--- config.mk ---
export PLATFORM = sky130hd
export DESIGN_NAME = uart_rx_fifo_flat
export DESIGN_NICKNAME = d
export VERILOG_FILES = /design/src/rtl/uart_rx_fifo_if.sv /design/src/rtl/uart_rx_fifo.sv /design/src/flat_wrapper.sv
export SDC_FILE = /design/constraint.sdc
export NUM_CORES = 1
export LEC_CHECK = 0
export CAP_MARGIN = 40
export CORE_MARGIN = 5
export CORE_UTILIZATION = 53
export DETAILED_ROUTE_END_ITERATION = 16
export PLACE_DENSITY = 0.72
export SLEW_MARGIN = 15
export SYNTH_ARGS = -nofsm -noshare
export SYNTH_HDL_FRONTEND = slang
export SYNTH_SLANG_ARGS = --single-unit
--- constraint.sdc ---
create_clock -name clk -period 2.55 [get_ports clk]
set_input_delay 0.255 -clock clk [delete_from_list [all_inputs] [get_ports clk]]
set_output_delay 0.255 -clock clk [all_outputs]
set_load 0.02 [all_outputs]
--- src/rtl/uart_rx_fifo_if.sv ---
// CPU-side view of the UART receiver: FIFO head, pop strobe, status and sticky error flags.
// Handshake: data is the FIFO head and is meaningful only while empty=0; a read is a pop
// request taken on the rising clk edge only when empty=0, otherwise it is ignored.
interface uart_rx_fifo_if #(
  parameter int DATA_BITS       = 8,
  parameter int FIFO_DEPTH_BITS = 3
) ();
  logic [DATA_BITS-1:0]     data;
  logic                     read;
  logic                     empty;
  logic                     full;
  logic [FIFO_DEPTH_BITS:0] count;
  logic                     interrupt;
  logic                     interrupt_clear;
  logic                     parity_error;
  logic                     framing_error;
  logic                     overrun;

  modport master (
    input  data, empty, full, count, interrupt, parity_error, framing_error, overrun,
    output read, interrupt_clear
  );

  modport slave (
    output data, empty, full, count, interrupt, parity_error, framing_error, overrun,
    input  read, interrupt_clear
  );
endinterface

--- src/rtl/uart_rx_fifo.sv ---
// UART receiver with configurable width/parity, first-word-fall-through FIFO and sticky
// parity/framing/overrun flags behind a level interrupt.
module uart_rx_fifo #(
  parameter int CLOCK_DIV          = 8,
  parameter int CLOCK_COUNTER_BITS = 4,
  parameter int DATA_BITS          = 8,
  parameter int PARITY             = 0,
  parameter int FIFO_DEPTH_BITS    = 3
) (
  input  logic             clk,
  input  logic             nreset,
  input  logic             rx,
  uart_rx_fifo_if.slave    bus,
  output logic [2:0]       dbg_state_o
);

  localparam int DEPTH = 1 << FIFO_DEPTH_BITS;
  localparam int CW    = FIFO_DEPTH_BITS + 1;
  localparam int PW    = FIFO_DEPTH_BITS;
  localparam int TW    = CLOCK_COUNTER_BITS;

  localparam logic [TW-1:0] HALF_C   = TW'(CLOCK_DIV / 2 - 1);
  localparam logic [TW-1:0] BIT_C    = TW'(CLOCK_DIV - 1);
  localparam logic [TW-1:0] T_ONE    = TW'(1);
  localparam logic [3:0]    LAST_IDX = 4'(DATA_BITS - 1);
  localparam logic [CW-1:0] DEPTH_C  = CW'(DEPTH);
  localparam logic [CW-1:0] C_ONE    = CW'(1);
  localparam logic [PW-1:0] P_ONE    = PW'(1);

  typedef enum logic [2:0] {
    S_IDLE   = 3'd0,
    S_START  = 3'd1,
    S_DATA   = 3'd2,
    S_PARITY = 3'd3,
    S_STOP   = 3'd4,
    S_BREAK  = 3'd5
  } state_t;

  state_t               state_q, state_d;
  logic                 rx_meta_q, rxs_q;
  logic [TW-1:0]        cnt_q, cnt_d;
  logic [3:0]           idx_q, idx_d;
  logic [DATA_BITS-1:0] shift_q, shift_d;
  logic                 pmis_q, pmis_d;
  logic                 push_req, frm_set, par_set, ovr_set;
  logic                 push, pop;

  logic [DATA_BITS-1:0] mem_q [DEPTH];
  logic [PW-1:0]        wr_ptr_q, rd_ptr_q;
  logic [CW-1:0]        count_q, count_d;
  logic                 int_q, perr_q, ferr_q, ovr_q;
  logic                 int_set;

  always_ff @(posedge clk or negedge nreset) begin
    if (!nreset) begin
      rx_meta_q <= 1'b1;
      rxs_q     <= 1'b1;
      state_q   <= S_IDLE;
      cnt_q     <= '0;
      idx_q     <= '0;
      shift_q   <= '0;
      pmis_q    <= 1'b0;
    end else begin
      rx_meta_q <= rx;
      rxs_q     <= rx_meta_q;
      state_q   <= state_d;
      cnt_q     <= cnt_d;
      idx_q     <= idx_d;
      shift_q   <= shift_d;
      pmis_q    <= pmis_d;
    end
  end

  // Bit timer runs freely inside a frame; every sample point reloads it to zero.
  always_comb begin
    state_d  = state_q;
    cnt_d    = cnt_q + T_ONE;
    idx_d    = idx_q;
    shift_d  = shift_q;
    pmis_d   = pmis_q;
    push_req = 1'b0;
    frm_set  = 1'b0;
    par_set  = 1'b0;
    case (state_q)
      S_IDLE: begin
        cnt_d = '0;
        if (!rxs_q) state_d = S_START;
      end
      S_START: begin
        if (cnt_q == HALF_C) begin
          cnt_d = '0;
          if (!rxs_q) begin
            state_d = S_DATA;
            idx_d   = '0;
            pmis_d  = 1'b0;
          end else begin
            state_d = S_IDLE;
          end
        end
      end
      S_DATA: begin
        if (cnt_q == BIT_C) begin
          cnt_d   = '0;
          shift_d = {rxs_q, shift_q[DATA_BITS-1:1]};
          idx_d   = idx_q + 4'd1;
          if (idx_q == LAST_IDX) state_d = (PARITY != 0) ? S_PARITY : S_STOP;
        end
      end
      S_PARITY: begin
        if (cnt_q == BIT_C) begin
          cnt_d   = '0;
          pmis_d  = (PARITY == 1) ? ~(^shift_q ^ rxs_q) : (^shift_q ^ rxs_q);
          state_d = S_STOP;
        end
      end
      S_STOP: begin
        if (cnt_q == BIT_C) begin
          cnt_d = '0;
          if (!rxs_q) begin
            frm_set = 1'b1;
            state_d = S_BREAK;
          end else begin
            state_d = S_IDLE;
            if (pmis_q) par_set  = 1'b1;
            else        push_req = 1'b1;
          end
        end
      end
      S_BREAK: begin
        cnt_d = '0;
        if (rxs_q) state_d = S_IDLE;
      end
      default: state_d = S_IDLE;
    endcase
  end

  // A pop in the same cycle frees the slot the incoming frame needs.
  always_comb begin
    pop     = bus.read && (count_q != '0);
    push    = push_req && ((count_q != DEPTH_C) || pop);
    ovr_set = push_req && (count_q == DEPTH_C) && !pop;
    int_set = push || frm_set || par_set || ovr_set;
    case ({push, pop})
      2'b10:   count_d = count_q + C_ONE;
      2'b01:   count_d = count_q - C_ONE;
      default: count_d = count_q;
    endcase
  end

  always_ff @(posedge clk) begin
    if (push) mem_q[wr_ptr_q] <= shift_q;
  end

  always_ff @(posedge clk or negedge nreset) begin
    if (!nreset) begin
      wr_ptr_q <= '0;
      rd_ptr_q <= '0;
      count_q  <= '0;
      int_q    <= 1'b0;
      perr_q   <= 1'b0;
      ferr_q   <= 1'b0;
      ovr_q    <= 1'b0;
    end else begin
      if (push) wr_ptr_q <= wr_ptr_q + P_ONE;
      if (pop)  rd_ptr_q <= rd_ptr_q + P_ONE;
      count_q <= count_d;
      // Set events take priority over a simultaneous software clear.
      int_q   <= int_set ? 1'b1 : (bus.interrupt_clear ? 1'b0 : int_q);
      perr_q  <= par_set ? 1'b1 : (bus.interrupt_clear ? 1'b0 : perr_q);
      ferr_q  <= frm_set ? 1'b1 : (bus.interrupt_clear ? 1'b0 : ferr_q);
      ovr_q   <= ovr_set ? 1'b1 : (bus.interrupt_clear ? 1'b0 : ovr_q);
    end
  end

  assign bus.empty         = (count_q == '0);
  assign bus.full          = (count_q == DEPTH_C);
  assign bus.count         = count_q;
  assign bus.data          = (count_q == '0) ? '0 : mem_q[rd_ptr_q];
  assign bus.interrupt     = int_q;
  assign bus.parity_error  = perr_q;
  assign bus.framing_error = ferr_q;
  assign bus.overrun       = ovr_q;
  assign dbg_state_o       = state_q;

endmodule

--- src/flat_wrapper.sv ---
// flat-port wrapper written by rule: the top's interface ports become plain ports
module uart_rx_fifo_flat 
#(
  parameter int CLOCK_DIV          = 8,
  parameter int CLOCK_COUNTER_BITS = 4,
  parameter int DATA_BITS          = 8,
  parameter int PARITY             = 0,
  parameter int FIFO_DEPTH_BITS    = 3
)
  (clk, nreset, rx, dbg_state_o, bus_data, bus_empty, bus_full, bus_count, bus_interrupt, bus_parity_error, bus_framing_error, bus_overrun, bus_read, bus_interrupt_clear);
  uart_rx_fifo_if #(.DATA_BITS(DATA_BITS), .FIFO_DEPTH_BITS(FIFO_DEPTH_BITS)) bus_i ();
  input  logic clk;
  input  logic nreset;
  input  logic rx;
  output logic [2:0] dbg_state_o;
  output wire logic [$bits(bus_i.data)-1:0] bus_data;
  output wire logic [$bits(bus_i.empty)-1:0] bus_empty;
  output wire logic [$bits(bus_i.full)-1:0] bus_full;
  output wire logic [$bits(bus_i.count)-1:0] bus_count;
  output wire logic [$bits(bus_i.interrupt)-1:0] bus_interrupt;
  output wire logic [$bits(bus_i.parity_error)-1:0] bus_parity_error;
  output wire logic [$bits(bus_i.framing_error)-1:0] bus_framing_error;
  output wire logic [$bits(bus_i.overrun)-1:0] bus_overrun;
  input wire logic [$bits(bus_i.read)-1:0] bus_read;
  input wire logic [$bits(bus_i.interrupt_clear)-1:0] bus_interrupt_clear;
  assign bus_data = bus_i.data;
  assign bus_empty = bus_i.empty;
  assign bus_full = bus_i.full;
  assign bus_count = bus_i.count;
  assign bus_interrupt = bus_i.interrupt;
  assign bus_parity_error = bus_i.parity_error;
  assign bus_framing_error = bus_i.framing_error;
  assign bus_overrun = bus_i.overrun;
  assign bus_i.read = bus_read;
  assign bus_i.interrupt_clear = bus_interrupt_clear;
  uart_rx_fifo #(.CLOCK_DIV(CLOCK_DIV), .CLOCK_COUNTER_BITS(CLOCK_COUNTER_BITS), .DATA_BITS(DATA_BITS), .PARITY(PARITY), .FIFO_DEPTH_BITS(FIFO_DEPTH_BITS)) u_core (.clk(clk), .nreset(nreset), .rx(rx), .bus(bus_i), .dbg_state_o(dbg_state_o));
endmodule
Word-level counts from Yosys, hierarchy flattened
Memories as Yosys holds them, arrays and structs flattened.
Cells that the tools add are included.
{"block": "totals", "inputBits": 5, "out_inout_bits": 21, "reg_bits": 36, "memories": 1, "mem_bits_rw": 64}
{"name": "u_core.mem_q", "words": 8, "width": 8, "rd": 1, "rd_ports_with_merged_regs": 0, "wr": 1, "line": "uart_rx_fifo.sv:48", "rtl": "logic [DATA_BITS-1:0] mem_q [DEPTH];"}
{"block": "classes", "muxes": 41, "add_sub_neg": 6, "reduce_logical": 26, "n_eq_ne": 20, "bitwise": 1}
{"cell": "$mux W3", "n": 8}
{"cell": "$mux W1", "n": 21}
{"cell": "$mux W4", "n": 5}
{"cell": "$pmux W3 S6", "n": 1}
{"cell": "$pmux W4 S2", "n": 2}
{"cell": "$reduce_bool A2 Y1", "n": 7}
{"cell": "$add A4 B1 Y4 const B", "n": 3}
{"cell": "$ne A2 B1 Y1 const B", "n": 6}
{"cell": "$pmux W4 S3", "n": 1}
{"cell": "$eq A4 B3 Y1 const B", "n": 2}
{"cell": "$mux W8", "n": 1}
{"cell": "$reduce_and A4 Y1", "n": 2}
{"cell": "$reduce_xor A8 Y1", "n": 1}
{"cell": "$reduce_and A7 Y1", "n": 1}
{"cell": "$add A3 B1 Y3 const B", "n": 2}
{"cell": "$eq A3 B2 Y1 const B", "n": 2}
{"cell": "$eq A3 B3 Y1 const B", "n": 2}
{"cell": "$eq A4 B2 Y1 const B", "n": 1}
{"cell": "$eq A4 B4 Y1 const B", "n": 1}
{"cell": "$logic_and A1 B1 Y1", "n": 4}
{"cell": "$logic_not A4 Y1", "n": 1}
{"cell": "$logic_or A1 B1 Y1", "n": 4}
{"cell": "$ne A2 B2 Y1 const B", "n": 2}
{"cell": "$ne A4 B4 Y1 const B", "n": 1}
{"cell": "other kinds (13)", "n": 13}

Logic depth before layout (Yosys ltp)
Gate-level depths: netlist (run 1).
{"block": "depth", "word_depth": 9, "depth_mapped": 10}

Worst setup path before layout (run 1)
Ideal clock, no wire load.
{"block": "synth_path", "kind": "reg-to-reg", "from": "register u_core.cnt_q[0]", "to": "memory u_core.mem_q[4][0], enable pin", "t_required_ns": 2.167, "path_stages_with_launch": 7, "arrival_time_ns": 2.211, "setup_ns": 0.383, "setup_slack_ns": -0.044, "cell_sequence": "dfrtp_1 > ha_1 > nand3b_4 > or4_4 > nor2_4 > nand2_1 > nor3_1"}
{"block": "synth_via", "elab_chain_len": 6}
{"element": "from (decl)", "line": "uart_rx_fifo.sv:41", "rtl": "logic [TW-1:0] cnt_q, cnt_d;"}
{"element": "from (signal assigned)", "line": "uart_rx_fifo.sv:67", "rtl": "cnt_q <= cnt_d;"}
{"element": "$eq A4 B3 Y1", "line": "uart_rx_fifo.sv:117", "rtl": "if (cnt_q == BIT_C) begin"}
{"element": "$mux W1", "line": "uart_rx_fifo.sv:117"}
{"element": "$mux W1", "line": "uart_rx_fifo.sv:84", "rtl": "case (state_q)"}
{"element": "$logic_and A1 B1 Y1", "line": "uart_rx_fifo.sv:140", "rtl": "push = push_req && ((count_q != DEPTH_C) || pop);"}
{"element": "$mux W1", "line": "uart_rx_fifo.sv:151", "rtl": "if (push) mem_q[wr_ptr_q] <= shift_q;"}
{"element": "$mux W1 (not written as such)", "line": "uart_rx_fifo.sv:151"}
{"element": "to (decl)", "line": "uart_rx_fifo.sv:48"}
No other way between the ends.

Worst setup path after layout (run 1)
{"block": "layout_path", "from": "register u_core.cnt_q[0]", "to": "register u_core.count_q[3], in the netlist u_core.bus.count[3]"}
{"block": "layout_via", "elab_chain_len": 6, "elab_cells_between_ends": 8, "cone_classes": "eq/ne (3); mux (3); reduce/logical (2)"}
{"element": "$eq A4 B3 Y1 *", "line": "uart_rx_fifo.sv:117"}
{"element": "$mux W1 *", "line": "uart_rx_fifo.sv:117"}
{"element": "$mux W1 *", "line": "uart_rx_fifo.sv:84"}
{"element": "$logic_and A1 B1 Y1 *", "line": "uart_rx_fifo.sv:140"}
{"element": "$eq A2 B1 Y1 or $eq A2 B2 Y1 (tied branches)", "line": "uart_rx_fifo.sv:143", "rtl": "case ({push, pop})"}
{"element": "$pmux W4 S2 or $reduce_bool A2 Y1 (tied branches)"}
{"element": "to (signal assigned)", "line": "uart_rx_fifo.sv:166", "rtl": "count_q <= count_d;"}
{"element": "to (decl)", "line": "uart_rx_fifo.sv:50", "rtl": "logic [CW-1:0] count_q, count_d;"}
Every way passes the cells marked *; elsewhere a longest branch is shown, timed or not.
A chain may end at the register's enable or synchronous reset.

==> metrics, run 1 <==
sequential element share of the synthesized area 65.75%; Global Route Usage Sum 16.44%; Layout fillers 570; unrepaired setup endpoints after global routing yes; Syn Inst Count 277; synthesized cell area 0.004297 mm^2; #FFs+latches synth 100; hold path cells 1; Worst-path clk slew 100 ps; placed cells 417; post-layout util 65.24%; largest delay contributor family on the critical path simple AND/OR/NAND/NOR gates; die width 100.0 um; CP peak stage delay 520 ps; via count 2325; Clk pwr share 20.6%; HP Start rx; total power 4.811 mW; ys async rst share 36.00%; ANT cells 0; Max-slew headroom 64.90%; Worst Path Buf+Inv 0; Cell Chain, Critical Path ha_4 -> nand3b_4 -> or4_4 -> and2_4 -> ha_1 -> a21o_1 -> a21oi_2 -> nor4_1 -> a21oi_1 -> xnor2_1; io pins 26; CP startpoint kind flip-flop; Comb pwr share 37.4%; Root Driver clkbuf_8; Ys Warns 0; Yosys cell types 45; I/O Buffers 25; commonest non-fill, non-tap cell in the layout edfxtp_1; Final nets 341; Mapped Nets 289; sequential power share 42.0%; Static Leak 2.049 nW; Peak VDD IR 0.0004654 V; most frequent cells in the layout edfxtp_1 (64), dfrtp_1 (34), nor2_1 (24); cell area power density 944.5 mW/mm^2; vias per cell 5.333; DRC 0; max_cap viols 0; share of cells above drive strength 1 25.15%; initial DRC count 95; antenna violation net count after detailed routing 0; Psw 1.640 mW; Post-synth EDFFs 64; Most used DFF post-synth edfxtp_1; worst clock skew 11.12 ps; WP data arrival 2700 ps; Pre-antenna DRT Iters 4; crit end category flip-flop; CTS H-tree lvls 3; status finished clean; CTS tree built; critical setup path kind reg2reg; first-pass GRT wire length 12.48 mm; final hold slack 290.0 ps; vias in the first global route 2364; total routed wirelength 7.375 mm; worst-path fanout max 5; multi-input logic area 0.001405 mm^2; Clk Latency, worst-skew pair 370 ps; grt total ovfl 0; Core ar. 0.007807 mm^2; clock buffer count from CTS 9; Peak Freq 0.4144 GHz; area grow syn2layout 18.55%; routability cong. 0.7950; Int Pwr 3.171 mW; Fin. Hold Viols 0; flop2flop setup slack 140 ps; Register Area 0.002825 mm^2; Final Non-Filler Cells 436; clock buffer depth 2; clk sinks 100; synthesized area per cell 15.51 um^2; Sw Share 34.09%; min Tclk post-route 2413 ps; reg2reg start u_core.cnt_q[0]; worst hold path type in2reg; RR Endpoint u_core.bus.count[3]; Worst EP required 2840 ps; Die ar. 0.01001 mm^2; Worst-Margin Slew 526.4 ps; initial core utilization 55.03%; Final Setup Violations 0; Worst path slowest cell or4_4; DP Wirelength 5.184 mm; Routed wire per std cell 16.92 um; DIE HEIGHT 100.0 um; R2R depth 10; period utilization 94.64%; Slew Limit Fails 0; hold path endpoint u_core.rx_meta_q; Critical Path Start u_core.cnt_q[0]; antenna violations before repair 0; largest net degree at the start of global routing 37; placement row count 32
[power groups by stage]
stage | clock network [mW] | registers, mW | logic (mW)
after global routing | 1.10 | 2.05 | 1.98
after CTS | 1.02 | 2.02 | 1.82
final | 0.990 | 2.02 | 1.80
after global placement | 0 | 2.04 | 1.78
after floorplan | 0 | 2.04 | 1.18
after detailed placement | 0 | 2.05 | 1.82
[worst max path at each step]
stage / to / slack (ps) / cells after the start
3_3_place_gp: u_core.bus.count[3] / 110 / 10
4_1_cts: u_core.bus.count[3] / 6 / 10
2_1_floorplan: u_core.bus.count[3] / 70 / 10
5_1_grt: u_core.bus.count[3] / -20 / 10
3_5_place_dp: u_core.bus.count[3] / 40 / 10
6_report: u_core.bus.count[3] / 140 / 10
[per-layer routing]
layer  share of wire [%]  GRT usage [%]
met5                   0              0
met4                 1.3          5.907
met3                 2.8          3.127
met2                  50          26.83
met1                  45          22.23
[registers in the layout (all words and copies together), names as in the netlist, 3 cells and up]
register            flops
u_core.rd_ptr_q         3
u_core.shift_q          8
u_core.idx_q            4
u_core.dbg_state_o      3
u_core.wr_ptr_q         3
u_core.cnt_q            4
u_core.bus.count        4
u_core.mem_q           64
[logic make-up (layout without fill, tap and decap cells)]
kind of cell / count (synthesis) / count (layout) / share of synthesized area [%]
xor gates and xnor gates: 19 / 19 / 3.873
muxes: 36 / 36 / 13.42
AOI/OAI and AO/OA: 24 / 24 / 3.611
and+or+nand+nor: 69 / 69 / 8.940
DFF: 100 / 100 / 65.75
buffers and inverters: 22 / 79 / 2.184
adders and majority gates: 7 / 7 / 2.213
[what timing repair did]
action,CTS,global route
hold endpoints to repair,34,0
gates resized for setup,0,11
setup buffers,0,1
endpoints found under the setup margin,0,27
hold buffers,1,0
[cell type report]
cell class	count	share of cell area, %
inverters	12	0.8843
clock buffers	9	2.432
multi-input cells	155	27.59
flip-flops and latches	100	55.47
clock inverters	7	1.400
repair buffers	51	9.727
well taps	102	2.506
[through the flow]
stage / cell area, um^2 / setup slack, ps / setup TNS (ps)
after detailed placement: 4817 / 41.58 / 0
after global routing: 5094 / -21.85 / -21.85
after floorplan: 4302 / 71.94 / 0
after CTS: 5022 / 5.929 / 0
after global placement: 4817 / 113.7 / 0
final: 5094 / 136.7 / 0
[synthesized netlist by cell type, types with 2 or more instances]
master	count	share of area, %
buf_2	3	0.35
ha_1	6	1.7
or3_1	4	0.58
mux2i_1	10	2.3
nor2_1	24	2.1
nor3_2	2	0.47
nand2b_1	9	1.3
nand3_1	2	0.23
xnor2_1	15	3.1
xor2_1	4	0.82
buf_1	2	0.17
nor4_1	2	0.29
mux4_2	16	8.4
o21ai_0	6	0.70
inv_1	12	1.0
nor3_1	3	0.35
nand2_1	11	0.96
clkbuf_1	4	0.35
dfrtp_1	34	20
a21oi_1	7	0.82
dfstp_2	2	1.2
o22ai_1	5	0.73
mux2_2	9	2.4
edfxtp_1	64	45
Note: power is estimated with default switching activity, not from simulation.
==> inputs of run 2 (changes only) <==
--- a/config.mk
+++ b/config.mk
@@ -8,2 +8,3 @@
 export CAP_MARGIN = 40
+export CORE_ASPECT_RATIO = 0.9
 export CORE_MARGIN = 5
@@ -12,2 +13,3 @@
 export PLACE_DENSITY = 0.72
+export SKIP_LAST_GASP = 1
 export SLEW_MARGIN = 15
--- a/constraint.sdc
+++ b/constraint.sdc
@@ -3,2 +3,2 @@
 set_output_delay 0.255 -clock clk [all_outputs]
-set_load 0.02 [all_outputs]
+set_load 0.1 [all_outputs]
==> metrics, run 2 (same netlist as run 1, synthesis figures left out) <==
status finished clean; crit end category flip-flop; post-layout util 64.33% (-0.91 points); Peak Freq 0.4123 GHz (-0.50%); die width 104.9 um (+4.9%); Final nets 338 (-0.88%); Core ar. 0.007990 mm^2 (+2.3%); setup ws final 124.5 ps (-12.20 ps); Clk Latency, worst-skew pair 370 ps (about the same); critical setup path kind reg2reg; flop2flop setup slack 120 ps (about the same); most frequent cells in the layout edfxtp_1 (64), buf_4 (32), dfrtp_1 (27); total routed wirelength 7.611 mm (+3.2%); Global Route Usage Sum 16.87% (+0.43 points); area grow syn2layout 19.63%; Worst EP required 2840 ps (about the same); total power 6.165 mW (+28%); initial DRC count 103 (+8.4%); Largest register FFs 64 (unchanged); worst hold path type in2reg; WP data arrival 2710 ps (about the same); Largest Register u_core.mem_q; clk sinks 100 (unchanged); clock buffer depth 2 (unchanged); I/O Buffers 25 (unchanged); cell area power density 1199 mW/mm^2 (+27%); final hold slack 300.8 ps (+10.79 ps); top flop regs u_core.mem_q x64, u_core.shift_q x8; Final Setup Violations 0 (unchanged); first-pass GRT wire length 12.94 mm (+3.7%); Post-Place Cell Area 0.004878 mm^2 (+1.3%); worst clock skew 17.40 ps (+6.277 ps); CP startpoint kind flip-flop; initial core utilization 53.77% (-1.3 points); max_cap viols 0 (unchanged); commonest non-fill, non-tap cell in the layout edfxtp_1; grt total ovfl 0 (unchanged); period utilization 95.12% (+0.48 points); Worst-path clk slew 100 ps (about the same); Peak VDD IR 0.0005806 V (+25%); Final Non-Filler Cells 430 (-1.4%); io pins 26 (unchanged); CTS tree built; routability cong. 0.7708 (-3.0%); min Tclk post-route 2425 ps (+12.20 ps); Slew Limit Fails 0 (unchanged); Design Area, Final 0.005140 mm^2 (+0.91%); Routed wire per std cell 17.70 um (+4.6%); clock buffer count from CTS 9 (unchanged); Static Leak 1.988 nW (-3.0%); worst-path fanout max 5 (unchanged); share of cells above drive strength 1 35.05% (+9.9 points); largest net degree at the start of global routing 37 (unchanged); Die ar. 0.01001 mm^2 (about the same); ANT cells 0 (unchanged); vias per cell 5.491 (+3.0%); CTS H-tree lvls 3 (unchanged); vias in the first global route 2445 (+3.4%); DIE HEIGHT 95.42 um (-4.6%); DRC 0 (unchanged); Setup WS pre-CTS 24.82 ps (-16.76 ps); DP Wirelength 5.261 mm (+1.5%); antenna violations before repair 0 (unchanged); antenna violation net count after detailed routing 0 (unchanged); placement row count 31 (-3.1%); Max-slew headroom 65.17% (+0.27 points); Pre-antenna DRT Iters 5 (+1); Fin Setup TNS 0 ps (unchanged); Worst-Margin Slew 522.4 ps (-3.999 ps); Root Driver clkbuf_8; placed cells 410 (-1.7%); Fin. Hold Viols 0 (unchanged); via count 2361 (+1.5%)
run 2: cell count changes in the layout (fill, tap and decap cells not counted), sizes merged:
cell and change:
buf +18, clkdlybuf4s50 -13, clkinvlp +2, dlymetal6s2s -8
inv -2
run 2: path summary, 6_finish.rpt:
check / startpoint / cells after the start / to
max: u_core.cnt_q[0] / 10 / u_core.bus.count[3]
min: rx / 1 / u_core.rx_meta_q
max reg2reg: u_core.cnt_q[0] / 10 / u_core.bus.count[3]
min reg2reg: u_core.rx_meta_q / 0 / u_core.rxs_q
max in group asynchronous: nreset / 3 / u_core.dbg_state_o[1]
min in group asynchronous: nreset / 2 / u_core.cnt_q[2]
run 2: report_power, final:
group          switching (mW)  total [mW]  internal (mW)  leakage (nW)
Combinational            2.01        3.18           1.17         0.828
Clock                   0.574       0.952          0.378        0.0911
Sequential              0.169        2.03           1.86          1.07
run 2: per-layer routing:
metal  global-route usage [%]  wire [um]  part of all wire [%]  vias up
met4                    3.727         24                  0.32        0
met5                        0          0                     0        -
met3                    5.146        403                   5.3        2
li1                         -          -                     -     1122
met1                    22.34       3333                    44     1187
met2                    27.88       3849                    51       50
run 2: layout make-up:
type	count	area, um^2
Clock buffer	9	123.9
Clock inverter	7	68.82
Fill cell	563	2850
Inverter	12	45.04
Multi-Input combinational cell	155	1429
Sequential cell	100	2836
Tap cell	99	123.9
Timing Repair Buffer	48	513.0
run 2: what timing repair did:
item                                   4_1_cts  5_1_grt
gates resized for setup                      1        2
setup buffers                                0        2
endpoints found under the hold margin       19        0
pin swaps                                    0        2
hold buffers                                 1        0
setup endpoints to repair                    1        1
run 2: worst max-delay path: stages (launching register included):
cell	delay, ps
dfrtp_1	420
ha_4	170
nand3b_4	80
or4_4	520
and2_4	210
ha_1	280
a21o_1	190
a21oi_2	150
nor4_1	60
a21oi_1	150
xnor2_1	140
